===== src/rtl/tps_pkg.sv =====
// Shared types and helpers for the test pattern source.
// Contents: pattern mode encoding, FSM state encoding and the Galois LFSR
// step function. lfsr_next works at a fixed 64-bit width. Callers zero-extend
// narrower patterns into it and truncate the result back to their own width.
package tps_pkg;

    // Pattern modes. The encoding matches the 2-bit mode input.
    typedef enum logic [1:0] {
        TPS_INC   = 2'd0,
        TPS_DEC   = 2'd1,
        TPS_LFSR  = 2'd2,
        TPS_CONST = 2'd3
    } tps_mode_e;

    // Burst controller states.
    typedef enum logic {
        TPS_IDLE = 1'b0,
        TPS_RUN  = 1'b1
    } tps_state_e;

    // Widest pattern register the generator supports.
    localparam int TPS_MAX_W = 64;

    // One Galois LFSR step: shift right, and fold the taps in when the bit
    // that was shifted out was a one. A zero-extended input keeps its upper
    // bits at zero, provided the taps are also confined to the live width.
    function automatic logic [TPS_MAX_W-1:0] lfsr_next(
        input logic [TPS_MAX_W-1:0] p,
        input logic [TPS_MAX_W-1:0] taps
    );
        logic [TPS_MAX_W-1:0] r;
        r = p >> 1;
        if (p[0]) begin
            r = r ^ taps;
        end
        return r;
    endfunction

endpackage


===== src/rtl/tps_pattern_gen.sv =====
// Pattern register for the test pattern source.
// On load, this block captures the seed, mode and stride. On each advance,
// it steps the pattern in the captured mode. An LFSR seed of zero is forced
// to all-ones when loaded, because the all-zero state never leaves itself.
module tps_pattern_gen
    import tps_pkg::*;
#(
    parameter int          DATA_W    = 32,
    parameter logic [31:0] LFSR_TAPS = 32'h8020_0003
) (
    input  logic              clk,
    input  logic              rst,
    input  logic              load,
    input  logic [DATA_W-1:0] seed,
    input  tps_mode_e         mode,
    input  logic [DATA_W-1:0] step,
    input  logic              advance,
    output logic [DATA_W-1:0] value
);

    // Only the low DATA_W bits of the feedback mask take part.
    localparam logic [DATA_W-1:0] TAPS_W = DATA_W'(LFSR_TAPS);

    logic [DATA_W-1:0] pat_q;
    logic [DATA_W-1:0] pat_d;
    logic [DATA_W-1:0] step_q;
    tps_mode_e         mode_q;
    logic [DATA_W-1:0] seed_fix;

    // Replace an all-zero LFSR seed with the all-ones lock-up escape value.
    always_comb begin
        seed_fix = seed;
        if (mode == TPS_LFSR && seed == '0) begin
            seed_fix = '1;
        end
    end

    // Next pattern value. Load takes priority over advance, and the step
    // uses the mode and stride latched at load.
    always_comb begin
        pat_d = pat_q;
        if (load) begin
            pat_d = seed_fix;
        end else if (advance) begin
            case (mode_q)
                TPS_INC:   pat_d = pat_q + step_q;
                TPS_DEC:   pat_d = pat_q - step_q;
                TPS_LFSR:  pat_d = DATA_W'(lfsr_next(TPS_MAX_W'(pat_q), TPS_MAX_W'(TAPS_W)));
                TPS_CONST: pat_d = pat_q;
                default:   pat_d = pat_q;
            endcase
        end
    end

    // Pattern register, with the mode and stride captured at load.
    always_ff @(posedge clk or posedge rst) begin
        if (rst) begin
            pat_q  <= '0;
            step_q <= '0;
            mode_q <= TPS_INC;
        end else begin
            pat_q <= pat_d;
            if (load) begin
                step_q <= step;
                mode_q <= mode;
            end
        end
    end

    assign value = pat_q;

endmodule


===== config.mk =====
export PLATFORM = sky130hd
export DESIGN_NAME = tps_pattern_gen
export DESIGN_NICKNAME = d
export VERILOG_FILES = /design/src/rtl/tps_pkg.sv /design/src/rtl/tps_pattern_gen.sv
export SDC_FILE = /design/constraint.sdc
export NUM_CORES = 1
export LEC_CHECK = 0
export CAP_MARGIN = 5
export CORE_UTILIZATION = 54
export DETAILED_ROUTE_END_ITERATION = 6
export PLACE_DENSITY = 0.82
export SLEW_MARGIN = 20
export SYNTH_ARGS = -nofsm -noshare
export SYNTH_HDL_FRONTEND = slang
export SYNTH_SLANG_ARGS = --single-unit

===== constraint.sdc =====
create_clock -name clk -period 4.38 [get_ports clk]
set_input_delay 0.876 -clock clk [delete_from_list [all_inputs] [get_ports clk]]
set_output_delay 0.876 -clock clk [all_outputs]
set_load 0.02 [all_outputs]

==> out/results.txt <==
Async SR Flop Fraction = 1.00
# rows = 36
EDFF count, synth = 0
Area share of the largest cell type after synthesis = 0.298
Arrival time worst endpoint = 4.48 ns
Die Ht = 103 microns
Post-synthesis instance area = 5550 sq um
# nets final = 846
Final-layout worst hold slack = 0.578 ns
Register area share after synthesis = 0.298
Critical path fanouts, max = 7
Relative slew slack = 0.359
Gr usage total = 0.347
CP Launch Type = flip-flop
Yosys cell types = 62
Crit path max-delay family = simple AND/OR/NAND/NOR gates
Port buffer count = 101
Hold buffer count at cts = 0
VDD IR max = 0.000405 V
DIE AREA = 10,700 sq um
Initial antenna violation count = 1
Critical path buffers and inverters = 0
Vias in the first global route = 5,308
Area leader, netlist = dfrtp_1
Core area = 9860 sq um
Final std cells w/o fill = 881
Hold path depth = 1
CP cell instances = or4_4, or3_4, or4_4, o31ai_2, xor2_1, ha_4, a21oi_1, o21ai_1, or3_1, o21a_1, a221oi_2, xor2_1, a211oi_2
Post-DP Area = 6680 sq um
Final worst-path cycle share = 0.963
Reg clk slew, reported paths = 0.08 ns
Reg-to-reg slack, setup = 0.16 ns
GP Congestion = 0.966
Skew-Pair Late Insertion Delay = 0.38 ns
CTS tree = built
Syn-to-layout area delta = 25.1%
# setup viols final = 0
Post-CTS Setup Inserts = 0
Worst reg2reg path depth = 13
Largest net degree at the start of global routing = 55
Final Routed Wirelength = 17,800 microns
Commonest non-fill, non-tap cells in the layout = clkdlybuf4s50_1, a21oi_1, dfrtp_1
Hold path endpoint = step_q[31]
Root Buffer = clkbuf_8
Hold Fails Final Rpt = 0
Seq cells post-synth = 66
First DRT Iteration DRCs = 318
Total gr overflow = 0
Starting Density = 0.562
Hold wc startpoint = step_q[31]
First-pass GRT wire length = 27,400 microns
Drt pass-1 iters = 5
Max Fclk = 0.237 GHz
Cell Pwr Density = 590 nW/um^2
Syn_area_per_cell = 8.54 sq um
CP Capture Type = flip-flop
Syn. warnings = 0
R2r endpoint = value[30]
Placed cell count = 865
Final min period = 4.22 ns
Syn Nets = 752
Chip width = 103 microns
Clock Skews = 0.0125 ns
Via/cell ratio = 6.38
Critical path data required time = 4.64 ns
Wire length per cell = 20.2 microns
P_leak = 2.74 nW
Residual DRC = 0
WS Path Type = flip-flop to flip-flop
Via count = 5,617
Share of layout cells above drive strength 1 = 0.124
Number of top-level pins = 102
Max Cap Viol = 0
Critical Path Slowest Stage Cell = or4_4
Diode count = 0
Mapped Cells = 649
Antenna-violating nets left = 0
Synth area leaders = dfrtp_1, ha_1, mux2_2, a21oi_1, xnor2_1
HPWL after DPL = 13,400 microns
Final Cell Area = 6940 sq um
Worst slew pin tran = 0.958 ns
Total CTS buffers = 9
Most common cell after layout, fill and taps aside = clkdlybuf4s50_1
H-Tree Depth = 3
Post-CTS Resized = 0
R2r startpoint = step_q[10]
Slowest cell delay on critical path = 0.57 ns
Max-slew violations = 0
Min-delay worst type = flip-flop to flip-flop
Status = completed
CTS Sinks = 66
CTS max path bufs = 2
Top FF cell, synth = dfrtp_1
-- synthesized netlist by cell type (3+ instances only) --
library cell / n
a21oi_1: 67
dfrtp_1: 66
nand2_1: 51
nor2_1: 49
o21ai_0: 40
mux2_2: 33
xnor2_1: 33
ha_1: 32
clkbuf_1: 28
nor3_1: 22
o22ai_1: 20
xor2_1: 20
inv_1: 15
a31oi_1: 12
mux2i_1: 11
nor4_1: 11
o221ai_1: 9
or3_1: 9
nand3_1: 8
a21o_1: 7
nand2b_1: 7
o31ai_1: 7
a211oi_1: 6
nand4_1: 6
nor2b_1: 5
o211ai_1: 5
o21a_1: 5
a41oi_1: 4
and2_1: 4
a21boi_0: 3
and4_1: 3
clkbuf_8: 3
nand3b_1: 3
o21bai_1: 3
o311ai_0: 3
or4_4: 3
-- worst register-to-register path, stage by stage (launching register included) --
cell and delay (ns):
dfrtp_1 0.42, or4_4 0.56, or3_4 0.36, or4_4 0.57, o31ai_2 0.22, xor2_1 0.33, ha_4 0.28, a21oi_1 0.14
o21ai_1 0.11, or3_1 0.32, o21a_1 0.22, a221oi_2 0.29, xor2_1 0.22, a211oi_2 0.09
-- worst max-delay path by stage --
stage                     startpoint        end  depth (start not counted)  slack (ns)
after CTS                 step_q[10]  value[30]                         13        0.02
final                     step_q[10]  value[30]                         13        0.16
after detailed placement  step_q[10]  value[30]                         13        0.03
after global placement    step_q[10]  value[30]                         13        0.16
after global routing      step_q[10]  value[30]                         13      -0.009
after floorplan           step_q[10]  value[31]                         16        0.37
-- state kept, by name (all words and copies together), names as in the netlist --
signal / count
step_q: 32
mode_q: 2
value: 32
-- stage by stage --
stage          total power, W  TNS (ns)   util  setup WS, ns
3_3_place_gp          0.00339         0  0.677         0.164
4_1_cts               0.00401         0  0.698        0.0217
2_1_floorplan         0.00268         0      -         0.367
6_report              0.00409         0  0.703         0.164
5_1_grt               0.00437  -0.00870  0.703      -0.00870
3_5_place_dp          0.00345         0  0.678        0.0257
-- cell families (layout without fill, tap and decap cells) --
kind of cell,count (synthesis),after routing,synth area share
adders and majority gates,33,33,0.0758
muxes,44,44,0.0869
buffers and inverters,49,148,0.0399
AOI/OAI and AO/OA,208,208,0.237
and+or+nand+nor,196,196,0.179
DFF,66,66,0.298
xor gates and xnor gates,53,53,0.0837
-- cell type report --
class | count | area (sq um)
tap | 133 | 166
fill | 767 | 2930
clock inverter | 6 | 65.1
inverter | 15 | 56.3
multi-input combinational | 534 | 3730
clock buffer | 10 | 138
timing repair buffer | 117 | 1130
sequential | 66 | 1650
-- per-layer routing --
| layer | global-route usage | wire length (microns) |
|---|---|---|
| met1 | 0.466 | 7670 |
| met2 | 0.534 | 7960 |
| met3 | 0.0948 | 1650 |
| met4 | 0.129 | 541 |
| met5 | 0 | 0 |
-- where the power goes --
part | switching [W] | internal (W) | leakage [nW]
combinational | 0.00144 | 0.00114 | 1.88
clock | 0.000269 | 0.000279 | 0.103
sequential | 0.000213 | 0.000749 | 0.763
No activity file was read; power rests on OpenSTA's default activity.
